==> config.mk <==
export PLATFORM = sky130hd
export DESIGN_NAME = div_seq
export DESIGN_NICKNAME = d
export VERILOG_FILES = /design/src/rtl/div_seq_pkg.sv /design/src/rtl/div_step.sv /design/src/rtl/div_seq.sv
export SDC_FILE = /design/constraint.sdc
export NUM_CORES = 1
export LEC_CHECK = 0
export BUFFER_PORTS_ARGS = -buffer_cell sky130_fd_sc_hd__buf_4
export CORE_MARGIN = 10
export CORE_UTILIZATION = 40
export CTS_CLUSTER_SIZE = 20
export DETAILED_ROUTE_END_ITERATION = 10
export HOLD_SLACK_MARGIN = 0.1
export SETUP_SLACK_MARGIN = 0.5
export SYNTH_ARGS = -nofsm -noshare
export SYNTH_HDL_FRONTEND = slang
export SYNTH_HIERARCHICAL = 1
export SYNTH_SLANG_ARGS = --single-unit
==> constraint.sdc <==
create_clock -name clk -period 3.6 [get_ports clk]
set_input_delay 0.72 -clock clk [delete_from_list [all_inputs] [get_ports clk]]
set_output_delay 0.72 -clock clk [all_outputs]
set_load 0.01 [all_outputs]
==> src/rtl/div_seq_pkg.sv <==
// Shared types and constants for the multi-cycle divide sequencer.
// Imported by div_seq and div_step.
package div_seq_pkg;

    localparam int REG_W = 32;
    localparam int CNT_W = 6;

    typedef enum logic [1:0] {
        DIV_FREE    = 2'b00,
        DIV_BY_ZERO = 2'b01,
        DIV_ON      = 2'b10,
        DIV_END     = 2'b11
    } div_state_e;

    localparam logic DIV_START = 1'b1;
    localparam logic DIV_STOP  = 1'b0;

endpackage

==> src/rtl/div_step.sv <==
// One restoring-division iteration: trial subtract of the divisor
// from the upper half, then shift in the quotient bit.
module div_step
    import div_seq_pkg::*;
#(
    parameter int WIDTH = REG_W
) (
    input  logic [2*WIDTH-1:0] dividend,
    input  logic [WIDTH-1:0]   divisor,
    output logic [2*WIDTH:0]   dividend_nxt
);

    logic [WIDTH:0] diff;

    assign diff = {1'b0, dividend[2*WIDTH-1:WIDTH]} - {1'b0, divisor};

    assign dividend_nxt = diff[WIDTH]
        ? {dividend, 1'b0}
        : {diff[WIDTH-1:0], dividend[WIDTH-1:0], 1'b1};

endmodule

==> src/rtl/div_seq.sv <==
// Multi-cycle signed/unsigned divider for EX; returns
// {remainder, quotient} and stalls the pipe while running.
module div_seq
    import div_seq_pkg::*;
#(
    parameter int WIDTH = REG_W
) (
    input  logic                 clk,
    input  logic                 rst,
    input  logic                 signed_div_i,
    input  logic [WIDTH-1:0]     opdata1_i,
    input  logic [WIDTH-1:0]     opdata2_i,
    input  logic                 start_i,
    input  logic                 annul_i,
    output logic [2*WIDTH-1:0]   result_o,
    output logic                 ready_o,
    output logic                 busy_o
);

    localparam logic [CNT_W-1:0] LAST_CNT = CNT_W'(WIDTH);

    div_state_e         state_q;
    div_state_e         state_d;
    logic [CNT_W-1:0]   cnt_q;
    logic [2*WIDTH:0]   dividend_q;
    logic [2*WIDTH:0]   dividend_nxt;
    logic [WIDTH-1:0]   divisor_q;
    logic               quo_neg_q;
    logic               rem_neg_q;
    logic               neg1;
    logic               neg2;
    logic [WIDTH-1:0]   mag1;
    logic [WIDTH-1:0]   mag2;
    logic [WIDTH-1:0]   quo_raw;
    logic [WIDTH-1:0]   rem_raw;
    logic [WIDTH-1:0]   quo_fin;
    logic [WIDTH-1:0]   rem_fin;
    logic               go;

    assign go   = start_i & ~annul_i;
    assign neg1 = signed_div_i & opdata1_i[WIDTH-1];
    assign neg2 = signed_div_i & opdata2_i[WIDTH-1];
    assign mag1 = neg1 ? -opdata1_i : opdata1_i;
    assign mag2 = neg2 ? -opdata2_i : opdata2_i;

    assign quo_raw = dividend_q[WIDTH-1:0];
    assign rem_raw = dividend_q[2*WIDTH:WIDTH+1];
    assign quo_fin = quo_neg_q ? -quo_raw : quo_raw;
    assign rem_fin = rem_neg_q ? -rem_raw : rem_raw;

    assign busy_o = start_i & ~ready_o;

    div_step #(.WIDTH(WIDTH)) u_step (
        .dividend     (dividend_q[2*WIDTH-1:0]),
        .divisor      (divisor_q),
        .dividend_nxt (dividend_nxt)
    );

    always_ff @(posedge clk) begin
        if (rst) begin
            state_q <= DIV_FREE;
        end else begin
            state_q <= state_d;
        end
    end

    always_comb begin
        state_d = state_q;
        unique case (state_q)
            DIV_FREE: begin
                if (go) begin
                    state_d = (opdata2_i == '0) ? DIV_BY_ZERO : DIV_ON;
                end
            end
            DIV_BY_ZERO: state_d = DIV_END;
            DIV_ON: begin
                if (annul_i) begin
                    state_d = DIV_FREE;
                end else if (cnt_q == LAST_CNT) begin
                    state_d = DIV_END;
                end
            end
            DIV_END: begin
                if (start_i == DIV_STOP) begin
                    state_d = DIV_FREE;
                end
            end
            default: state_d = DIV_FREE;
        endcase
    end

    always_ff @(posedge clk) begin
        if (rst) begin
            cnt_q      <= '0;
            dividend_q <= '0;
            divisor_q  <= '0;
            quo_neg_q  <= 1'b0;
            rem_neg_q  <= 1'b0;
            result_o   <= '0;
            ready_o    <= 1'b0;
        end else begin
            unique case (state_q)
                DIV_FREE: begin
                    cnt_q   <= '0;
                    ready_o <= 1'b0;
                    if (go) begin
                        dividend_q <= {{WIDTH{1'b0}}, mag1, 1'b0};
                        divisor_q  <= mag2;
                        quo_neg_q  <= neg1 ^ neg2;
                        rem_neg_q  <= neg1;
                    end
                end
                DIV_BY_ZERO: begin
                    result_o <= '0;
                end
                DIV_ON: begin
                    if (annul_i) begin
                        cnt_q <= '0;
                    end else if (cnt_q != LAST_CNT) begin
                        dividend_q <= dividend_nxt;
                        cnt_q      <= cnt_q + 1'b1;
                    end else begin
                        result_o <= {rem_fin, quo_fin};
                        cnt_q    <= '0;
                    end
                end
                DIV_END: begin
                    // result stays held until EX drops its request
                    if (start_i == DIV_START) begin
                        ready_o <= 1'b1;
                    end else begin
                        ready_o  <= 1'b0;
                        result_o <= '0;
                    end
                end
                default: ready_o <= 1'b0;
            endcase
        end
    end

endmodule

Word-level counts from Yosys, hierarchy flattened
Index checks and enable logic that the tools add are counted.
Widths: inputs -> output; s select.
{"block": "classes", "add_sub_neg": 6, "mul": 0, "div_mod_pow": 0, "magnitude_cmp": 0, "eq_ne": 11, "n_shift": 0, "mux": 24, "bitwise_logic": 7, "n_reduce_logical": 9}
{"operator": "$mux 65", "n": 4}
{"operator": "$mux 64", "n": 3}
{"operator": "$pmux 64 s3", "n": 1}
{"operator": "$pmux 65 s2", "n": 1}
{"operator": "$mux 32", "n": 4}
{"operator": "$neg 32->32", "n": 4}
{"operator": "$sub 32x32->33", "n": 1}
{"operator": "$logic_not 32->1", "n": 1}
{"operator": "$mux 6", "n": 2}
{"operator": "$pmux 6 s2", "n": 1}
{"operator": "$mux 2", "n": 5}
{"operator": "$ne 2x2->1 const B", "n": 5}
{"operator": "$pmux 2 s4", "n": 1}
{"operator": "$reduce_and 4->1", "n": 2}
{"operator": "$add 6x1->6 const B", "n": 1}
{"operator": "$eq 6x6->1 const B", "n": 1}
{"operator": "$ne 6x6->1 const B", "n": 1}
{"operator": "$and 1x1->1", "n": 4}
{"operator": "$eq 2x2->1 const B", "n": 2}
{"operator": "$reduce_bool 2->1", "n": 2}
{"operator": "$ne 3x3->1 const B", "n": 1}
{"operator": "$reduce_and 3->1", "n": 1}
{"operator": "$reduce_bool 3->1", "n": 1}
{"operator": "$eq 2x1->1 const B", "n": 1}
{"operator": "6 further kinds", "n": 7}
{"block": "totals", "ff_bits": 172, "latch_bits": 0, "ram_bits": 0, "rom_bits": 0, "in_bits": 69, "output_inout_bits": 66, "wordCells": 65, "memories": 0}

Depth between registers and ports, before layout
Gate-level depths: netlist (run 1).
{"block": "logic_depth", "ltp_word": 5, "ltp_mapped": 15, "depth_no_buf": 14}

Modules after synthesis
The synthesis (run 1) kept the hierarchy.
{"module": "div_seq", "instances": 1, "cells_each": 1104, "area_each_um2": 9317.7}
{"module": "div_step", "instances": 1, "cells_each": 388, "area_each_um2": 2462.4}

Least setup slack after synthesis (run 1)
No wires, ideal clock.
{"block": "synth_path", "path_kind": "register to register", "startpoint": "register dividend_q[47]", "endpoint": "register dividend_q[44]", "setup_ps": 128, "arrival_ps": 2647, "required_time_ps": 3472, "path_slack_ps": 826, "path_stages_with_launch": 13, "n_path_buf": 1, "synth_period_minus_slack_ps": 2774, "path_cell_list": "dfxtp_1 ha_1 a21oi_1 o21ai_0 a22o_1 nor2_2 a31oi_2 a311oi_4 inv_2 buf_6 mux2_4 a22oi_1 nor2_1"}
{"block": "synth_between", "elab_chain_len": 5}
{"element": "start: declaration", "line": "div_seq.sv:25", "rtl": "logic [2*WIDTH:0] dividend_q;"}
{"element": "start signal: assignment", "line": "div_seq.sv:107", "rtl": "dividend_q <= {{WIDTH{1'b0}}, mag1, 1'b0};"}
{"element": "start signal: assignment", "line": "div_seq.sv:120", "rtl": "dividend_q <= dividend_nxt;"}
{"element": "$sub 32x32->33", "line": "div_step.sv:15", "rtl": "assign diff = {1'b0, dividend[2*WIDTH-1:WIDTH]} - {1'b0, divisor};"}
{"element": "$mux 65", "line": "div_step.sv:18", "rtl": "? {dividend, 1'b0}"}
{"element": "via dividend_nxt[44]", "line": "div_seq.sv:26", "rtl": "logic [2*WIDTH:0] dividend_nxt;"}
{"element": "$mux 65", "line": "div_seq.sv:119", "rtl": "end else if (cnt_q != LAST_CNT) begin"}
{"element": "$mux 65", "line": "div_seq.sv:117", "rtl": "if (annul_i) begin"}
{"element": "$pmux 65 s2", "line": "div_seq.sv:102", "rtl": "unique case (state_q)"}
The timed path passes the listed nets, and every way through them passes these cells. The select of a mux whose other input is x is not followed.
A chain may end at the register's enable or synchronous reset.

Final worst setup path (run 1)
{"block": "layout_path", "startpoint": "register dividend_q[50]", "endpoint": "register dividend_q[60]"}
Same word-level chain as after synthesis.

==> metrics, run 1 <==
status=complete, no violations; total I/O pin count=135; Worst Tran Pin Value=approximately 1.2 ns; Clk pin slew, worst setup/hold paths=roughly 0.08 ns; DIE AREA=about 37000 sq um; nets@finish=1659; sequential share of the synthesized area=0.2923; fin crit share=0.8286; Crit. End Element=flop; Fin. Hold Viols=0; CTS root buf=clkbuf_16; Final Slew Violations=0; largest net degree at the start of global routing=59; Synth Flop Type=dfxtp_1; Syn Nets=about 1600; hold crit path type=reg2reg; fin crit period=slightly below 3 ns; Max IR drop VDD=0.0002783 V; Area contributors post-synth=dfxtp_1, xnor2_1, nor2_1; first-pass GRT wire length=around 57 mm; Clock Latency Late Sink=around 0.44 ns; Mapped Avg Cell Area=7.895 sq um; critical path class=reg2reg; Storage cell area=between 3000 and 4000 sq um; GR Overflow Total=0; PwrDens=around 510 nW/um^2; Vias=between 10000 and 15000; Crit path largest cell delay=between 0.4 and 0.5 ns; Initial DRT Pass Iterations=5; Netlist cell types=80; P_int=~4.1 mW; Async S/R FF share, synth=0; hold_buf cts=0; Global Route Usage Sum=0.1884; Clock Sinks=~170; core area=between 20000 and 30000 sq um; number of synthesized register bits=between 150 and 200; Ys Warns=6; CP Cell Sequence=ha_2, a21o_1, o21bai_1, a221o_1, a31oi_1, a21boi_2, o21a_1, or3_1, a31o_1, a22oi_1, nor2_1; multi-input gate area in the final layout=around 7500 sq um; Sw Ratio=0.4112; H-tree Lvls=4; share of the synthesized area in the top cell type=0.2923; Die Wd=approximately 190 um; Worst Path Arrival=about 3.3 ns; DIE HEIGHT=roughly 190 um; r2r startpoint=dividend_q[50]; sw power=between 2 and 3 mW; placed cells=1908; combinational share of power=0.392; Design Power=6.899 mW; unrepaired setup endpoints after global routing=yes; Slew HR=0.2243; Detail Route Antenna Nets=0; Via density=between 5 and 6; delay-heaviest family, CP=compound AO/OA/AOI/OAI gates; # setup viols final=0; DR WL/cell=between 15 and 20 um; DRT iter0 DRCs=817; HPWL after DPL=27.18 mm; Hold Crit Start=divisor_q[0]; Syn-to-layout area delta=15.47%; most area-hungry cell type in the Yosys netlist=dfxtp_1; final non-filler cell total=1944; row count=62; Reg power frac=0.326; Critical Path Start=dividend_q[50]; PortBufs=around 130; CTS max path bufs=2; maximum clock frequency=between 300 and 400 MHz; Max-Cap Viols=0; DRC Markers=0; final hold slack=0.4611 ns; fill count=roughly 2900; CP Data Required Time=just under 4 ns; initial antenna violation count=0; starting density of the core=0.4082; synthesized cell area=11780 sq um; CTS tree=done; Clk network pwr share=0.282; fraction of layout cells with a size suffix above 1=0.1692; count of buffer and inverter cells on the critical path=0; Post-Synthesis Cells=between 1000 and 1500; number of global-route vias before repair=between 10000 and 15000; setup_tns=0 ns; Leak=~5.4 nW; DRT Wirelength=35.48 mm; GPL Wtd Cong=between 0.8 and 0.9; TritonCTS Buffers=17; Post-synth EDFFs=0; clock skew=0.01290 ns; Slowest cell on crit path=dfxtp_2; startpoint types=flop; # diodes=0; CP Max Fanout=7
[Yosys cell counts, drive strengths merged (5+ instances only)]
library cell,instances
nor2b,9
mux2i,7
o31ai,29
nor3b,7
nand2,113
o41ai,27
or3,24
a21boi,6
nand3,35
a41oi,10
a31oi,30
clkbuf,78
nor3,31
a31o,5
buf,53
o21ai,62
or4,13
xnor2,95
inv,69
and2,10
and3,10
or2,6
a21oi,108
dfxtp,172
nand4,9
a41o,5
nor2,152
nor4,14
o21a,7
nand2b,22
a22oi,44
ha,42
o211ai,11
a211oi,22
a22o,47
xor2,36
a311oi,10
a21o,7
[through the flow]
stage / utilization / worst slack [ns] / instance area (sq um)
2_1_floorplan: - / 0.8257 / 11780
6_report: 0.4714 / 0.6171 / 13600
4_1_cts: 0.4677 / 0.5007 / 13500
5_1_grt: 0.4714 / 0.4824 / 13600
3_3_place_gp: 0.4459 / 0.5407 / 12870
3_5_place_dp: 0.4459 / 0.5089 / 12870
[logic make-up (layout without fill, tap and decap cells)]
kind of cell               after synthesis  in the layout  share of synthesized area
buffers and inverters                  200            268                    0.07743
AOI/OAI and AO/OA                      465            465                     0.2828
adders and majority gates               43             43                    0.04631
xor gates and xnor gates               131            131                    0.09740
DFF                                    172            172                     0.2923
muxes                                    9              9                   0.008178
and+or+nand+nor                        472            472                     0.1955
[final timing paths]
check / to / slack, ns / cells after the start
max: dividend_q[60] / 0.62 / 11
min: divisor_q[0] / 0.46 / 2
max reg2reg: dividend_q[60] / 0.62 / 11
min reg2reg: divisor_q[0] / 0.46 / 2
[area by class of cell]
| cell class | count | area share |
|---|---|---|
| multi-input combinational | 1120 | 0.5529 |
| timing repair buffer | 167 | 0.09244 |
| tap | 384 | 0.03532 |
| clock buffer | 17 | 0.03127 |
| sequential | 172 | 0.2539 |
| clock inverter | 15 | 0.01481 |
| inverter | 69 | 0.01941 |
[cells in the final DEF (no fill, tap or decap), types with 7 or more instances in the layout]
master | synthesis | final
a211oi_1 | 21 | 20
a21o_1 | 7 | 7
a21oi_1 | 107 | 105
a22o_1 | 47 | 47
a22oi_1 | 44 | 44
a311oi_1 | 9 | 7
a31oi_1 | 29 | 29
a41oi_1 | 10 | 10
and2_1 | 10 | 10
and3_1 | 10 | 10
buf_4 | 33 | 166
clkbuf_16 | 0 | 17
dfxtp_1 | 172 | 164
dfxtp_2 | 0 | 8
ha_1 | 42 | 36
inv_1 | 68 | 68
mux2i_1 | 7 | 7
nand2_1 | 113 | 113
nand2b_1 | 22 | 22
nand3_1 | 35 | 35
nand4_1 | 9 | 9
nor2_1 | 151 | 150
nor2b_1 | 9 | 9
nor3_1 | 31 | 31
nor3b_1 | 7 | 7
nor4_1 | 14 | 14
o211ai_1 | 11 | 11
o21a_1 | 7 | 7
o21ai_0 | 62 | 61
o31ai_1 | 29 | 28
o41ai_1 | 14 | 14
o41ai_2 | 13 | 13
or3_1 | 24 | 24
or4_1 | 9 | 9
xnor2_1 | 95 | 95
xor2_1 | 36 | 36
[per-layer routing]
metal	track usage	wire length, um	vias up
met5	0	0	-
met4	0.03516	277	0
met3	0.03264	1896	14
met2	0.2722	14970	288
met1	0.2851	18330	5164
li1	-	-	5531
[flip-flops by register name, indices dropped and copies added (netlist names)]
register,count
rem_neg_q,1
cnt_q,6
dividend_q,65
result_o,64
quo_neg_q,1
state_q,2
divisor_q,32
ready_o,1
[power by group through the flow]
stage | logic, mW | registers [mW] | clock network [mW]
after CTS | 2.64 | 2.24 | 2.00
after detailed placement | 2.63 | 2.29 | 0
final | 2.70 | 2.25 | 1.95
after global placement | 2.62 | 2.28 | 0
after global routing | 3.00 | 2.27 | 2.07
after floorplan | 2.10 | 2.21 | 0
[worst min-delay path, stage by stage (launching register included)]
cell and delay (ns):
dfxtp_1 0.32, nand2_1 0.05, a21oi_1 0.05
[timing repair]
item / in CTS / in global routing
setup endpoints to repair: 8 / 27
pin swaps: 0 / 3
hold endpoints to repair: 0 / 0
setup buffers: 0 / 4
gates resized for setup: 1 / 25
Power figures use the tool's default switching activity.
==> run 2, diff against run 1 <==
==> constraint.sdc (replaced) <==
create_clock -name clk -period 2.5 [get_ports clk]
set_input_delay 0.5 -clock clk [delete_from_list [all_inputs] [get_ports clk]]
set_output_delay 0.5 -clock clk [all_outputs]
set_load 0.01 [all_outputs]
==> run 2 against run 1 <==
Net effect: the flow now finishes with violations (negative setup slack); register-to-register slack worse by 0.87 ns; combinational power is 130% higher; clock skew up 0.0065 ns; flip-flop and latch count stayed put; first-iteration DRC count increased by 8.0%; clock power grew 45%; hold slack got worse by 0.12 ns; cell count up 10%; routed wire length is 17% higher; die area unchanged; critical endpoint unchanged; core utilization up 12 points.
==> metrics, run 2 (same netlist as run 1, synthesis figures left out) <==
status=complete, but fails checks; Max-Cap Viols=0; Fin. Hold Viols=0; CP Max Fanout=4; initial antenna violation count=0; # diodes=0; Hold Crit Start=opdata2_i[30]; hold_buf cts=0; DRC Markers=0; H-tree Lvls=4; DR WL/cell=19.37 um; Worst Path Arrival=just over 3 ns; number of global-route vias before repair=around 11000; TritonCTS Buffers=17; r2r startpoint=divisor_q[21]; Design Power=12.33 mW; Via density=around 5.7; R2R cell count=13; DRT Wirelength=just over 40 mm; Top Registers=dividend_q x65, result_o x64, divisor_q x32; row count=62; HPWL after DPL=roughly 30 mm; Vias=roughly 12000; DIE HEIGHT=about 190 um; CTS tree=done; Initial DRT Pass Iterations=5; maximum clock frequency=363.0 MHz; PwrDens=just over 700 nW/um^2; Biggest register=dividend_q; DP Worst Slack=-0.3547 ns; Crit. End Element=flop; Syn-to-layout area delta=45.49%; first-pass GRT wire length=63.58 mm; nets@finish=1856; starting density of the core=0.4082; Worst Tran Pin Value=around 0.77 ns; setup_tns=-6.774 ns; met3 global-route usage=0.02974; CTS root buf=clkbuf_16; Die Wd=about 190 um; CP Data Required Time=approximately 2.8 ns; WHS Endpoint=divisor_q[30]; Clock Latency Late Sink=around 0.45 ns; met2 GRT Util=0.3165; clock skew=0.01939 ns; DRT iter0 DRCs=slightly below 900; met1 global-route usage=0.3151; # setup viols final=33; Leak=about 6.8 nW; Detail Route Antenna Nets=0; startpoint types=flop; fin crit share=1.102; final worst slack=-0.2547 ns; most common cell after layout, fill and taps aside=buf_4; DIE AREA=36710 sq um; Max IR drop VDD=between 0.0005 and 0.0006 V; total I/O pin count=between 100 and 150; most frequent cells in the layout=buf_4, dfxtp_1, nor2_1, nand2_1, xnor2_1; FF-to-FF setup slack=-0.25 ns; hold crit path type=in2reg; post-layout util=0.5939; max reg flops=65; Slew HR=0.4852; Clk pin slew, worst setup/hold paths=around 0.080 ns; Clock Sinks=roughly 170; fraction of layout cells with a size suffix above 1=0.3785; GR Overflow Total=0; largest net degree at the start of global routing=59; GPL Wtd Cong=just over 0.9; failing checks=negative setup slack; Final Slew Violations=0; PortBufs=~130; GRT Max-Usage Layer=met2; critical path class=reg2reg; RR Endpoint=dividend_q[60]; fin crit period=around 2.8 ns; Global Route Usage Sum=0.2131; unrepaired setup endpoints after global routing=yes; Worst Hold Depth=3; core area=between 20000 and 30000 sq um; CTS max path bufs=2
## run 2: changes by cell type in the layout (fill, tap and decap cells not counted), moves of 21 or more
cell,change
ha_4,+21
buf_4,+141
o21ai_0,-24
buf_6,+31
dfxtp_1,-24
## run 2: worst max-delay path by stage
| stage | to | from | depth (start not counted) |
|---|---|---|---|
| 5_1_grt | dividend_q[38] | dividend_q[51] | 14 |
| 3_5_place_dp | dividend_q[60] | divisor_q[5] | 12 |
| 4_1_cts | dividend_q[44] | dividend_q[50] | 11 |
| 6_report | dividend_q[60] | divisor_q[21] | 13 |
| 2_1_floorplan | dividend_q[44] | dividend_q[32] | 14 |
| 3_3_place_gp | dividend_q[53] | dividend_q[32] | 14 |
## run 2: critical path: stages, from the launching register on
cell,delay [ns]
dfxtp_1,0.35
inv_1,0.11
ha_4,0.31
nand2_2,0.08
or3_4,0.40
a211oi_4,0.22
nor2_4,0.07
a31oi_4,0.22
a311oi_4,0.15
buf_4,0.17
and2_1,0.15
a31o_1,0.20
a22oi_2,0.16
nor2_1,0.05
## run 2: repair_timing
action                     4_1_cts  5_1_grt
buffers inserted                37       28
setup endpoints to repair      115      128
gates cloned                     2        5
pin swaps                       73       77
resized for setup              136      148
## run 2: layout make-up
cell class                 count  area (sq um)
clock buffer                  17         425.4
clock inverter                15         206.4
fill                        2552         11720
inverter                      69         269.0
multi-input combinational   1121          9101
sequential                   172          3506
tap                          384         480.5
timing repair buffer         363          3151
## run 2: where the power goes
part / switching, mW / internal [mW]
combinational: 3.53 / 2.75
sequential: 0.248 / 2.96
clock: 1.44 / 1.39
total: 5.22 / 7.11
## run 2: per-layer routing
layer,routed length (um),up-vias,share of wire
met3,2381,36,0.057
met5,0,-,0
met4,578,0,0.014
met2,18110,399,0.44
li1,-,5927,-
met1,20410,5919,0.49
## run 2: per-stage QoR
step | hold WS, ns | instance area [sq um] | instances
global route | 0.3563 | 17140 | 2141
floorplan | 0.4251 | 12410 | 1492
global placement | 0.4529 | 14470 | 2037
CTS | 0.3472 | 16120 | 2108
finish | 0.3389 | 17140 | 2141
detailed placement | 0.4615 | 14470 | 2037
==> run 3, diff against run 2 <==
--- a/config.mk
+++ b/config.mk
@@ -11,6 +11,7 @@
 export CTS_CLUSTER_SIZE = 20
 export DETAILED_ROUTE_END_ITERATION = 10
 export HOLD_SLACK_MARGIN = 0.1
+export RECOVER_POWER = 50
 export SETUP_SLACK_MARGIN = 0.5
 export SYNTH_ARGS = -nofsm -noshare
 export SYNTH_HDL_FRONTEND = slang
==> run 3 against run 2 <==
Net effect: the run still ends with negative setup slack left; total power shrank 0.88%; non-clock buffer count is the same; global-route usage is the same; cell count is the same; via count shrank 0.46%; sequential share of layout area grew 0.35 points; register-to-register slack is essentially flat; clock power is essentially flat; fmax grew 0.18%; largest cell class unchanged; highest routed layer unchanged.
==> metrics, run 3 (same netlist as run 1, synthesis figures left out) <==
Die Wd=191.6 um; RR Endpoint=dividend_q[60]; initial antenna violation count=0; r2r startpoint=divisor_q[21]; PwrDens=between 700 and 800 nW/um^2; PortBufs=134; most frequent cells in the layout=buf_4, dfxtp_1, nor2_1, nand2_1, xnor2_1; Fin. Hold Viols=0; Vias=roughly 12000; Critical Path Start=divisor_q[21]; R2R cell count=13; DRC Markers=0; fin crit period=between 2 and 3 ns; setup_tns=-7.273 ns; TritonCTS Buffers=17; core area=between 20000 and 30000 sq um; post-route cell area=16830 sq um; Hold Crit Start=opdata2_i[30]; dpl cell area=14470 sq um; final worst slack=-0.2497 ns; startpoint types=flop; Worst Hold Depth=3; CTS max path bufs=2; DP Worst Slack=-0.3547 ns; DRT Wirelength=around 41 mm; DRT iter0 DRCs=860; failing checks=negative setup slack; Detail Route Antenna Nets=0; CP Data Required Time=about 2.8 ns; total I/O pin count=between 100 and 150; WHS Endpoint=divisor_q[30]; max reg flops=between 60 and 70; fill count=~2600; FF-to-FF setup slack=-0.25 ns; largest net degree at the start of global routing=slightly below 60; most common cell after layout, fill and taps aside=buf_4; CP Max Fanout=4; GPL Wtd Cong=0.9143; nets@finish=1856; starting density of the core=0.4082; Slew HR=0.3719; DIE HEIGHT=around 190 um; Clock Sinks=172; Final Slew Violations=0; Biggest register=dividend_q; critical path class=reg2reg; hold crit path type=in2reg; status=complete, but fails checks; Top Registers=dividend_q x65, result_o x64, divisor_q x32; GR Overflow Total=0; first-pass GRT wire length=around 64 mm; CTS tree=done; DR WL/cell=approximately 19 um; CTS root buf=clkbuf_16; unrepaired setup endpoints after global routing=yes; Max-Cap Viols=0; Initial DRT Pass Iterations=5; fraction of layout cells with a size suffix above 1=0.3364; Via density=around 5.7; row count=between 60 and 70; # diodes=0; Leak=6.497 nW; Clk pin slew, worst setup/hold paths=approximately 0.08 ns; DIE AREA=~37000 sq um; number of global-route vias before repair=roughly 11000; fin crit share=1.100; hold_buf cts=0; Max IR drop VDD=between 0.0005 and 0.0006 V; Global Route Usage Sum=0.2131; Worst Path Arrival=3.07 ns; clock skew=~0.018 ns; HPWL after DPL=between 20 and 30 mm; Clock Latency Late Sink=approximately 0.45 ns; Worst Tran Pin Value=between 0.9 and 1 ns; maximum clock frequency=around 360 MHz; Design Power=between 10 and 15 mW; H-tree Lvls=4; Crit. End Element=flop; post-layout util=0.5832; Syn-to-layout area delta=42.88%; # setup viols final=40
-- run 3: cell type report --
| class | count | area, sq um | area share |
|---|---|---|---|
| clock buffer | 17 | 425.4 | 0.02528 |
| clock inverter | 15 | 206.4 | 0.01227 |
| inverter | 69 | 269.0 | 0.01598 |
| multi-input combinational | 1121 | 9082 | 0.5396 |
| sequential | 172 | 3502 | 0.2081 |
| tap | 384 | 480.5 | 0.02855 |
| timing repair buffer | 363 | 2865 | 0.1702 |
-- run 3: worst max-delay path by stage --
stage,depth (start not counted),to,slack (ns)
2_1_floorplan,14,dividend_q[44],-0.21
3_3_place_gp,14,dividend_q[53],-0.33
3_5_place_dp,12,dividend_q[60],-0.35
4_1_cts,11,dividend_q[44],-0.20
5_1_grt,14,dividend_q[38],-0.37
6_report,13,dividend_q[60],-0.25
-- run 3: timing repair --
| action | 4_1_cts | 5_1_grt |
|---|---|---|
| endpoints found under the hold margin | 0 | 0 |
| cloned | 2 | 5 |
| gates resized for setup | 136 | 148 |
| buffers inserted | 37 | 28 |
| setup endpoints to repair | 115 | 128 |
| pin swaps | 73 | 77 |
-- run 3: critical path, cell delays in order, from the launching register on --
cell and delay [ns]:
dfxtp_1 0.35, inv_1 0.11, ha_4 0.31, nand2_2 0.08, or3_4 0.40, a211oi_4 0.21
nor2_4 0.07, a31oi_4 0.22, a311oi_4 0.15, buf_4 0.17, and2_1 0.15, a31o_1 0.20
a22oi_2 0.16, nor2_1 0.05
-- run 3: report_power, final --
part	leakage (nW)	switching [mW]	internal, mW	total (mW)
Clock	0.304	1.44	1.39	2.83
Sequential	1.41	0.248	2.96	3.21
Combinational	4.78	3.52	2.66	6.18
-- run 3: per-layer routing --
| layer | routed length (um) | up-vias | GRT usage |
|---|---|---|---|
| li1 | - | 5919 | - |
| met1 | 20690 | 5890 | 0.3151 |
| met2 | 18080 | 375 | 0.3165 |
| met3 | 2159 | 41 | 0.02974 |
| met4 | 544 | 0 | 0.05258 |
| met5 | 0 | - | 0 |
-- run 3: through the flow --
| stage | hold slack, ns | cells |
|---|---|---|
| after global routing | 0.3563 | 2141 |
| after CTS | 0.3472 | 2108 |
| final | 0.3380 | 2141 |
| after detailed placement | 0.4615 | 2037 |
| after global placement | 0.4529 | 2037 |
| after floorplan | 0.4251 | 1492 |
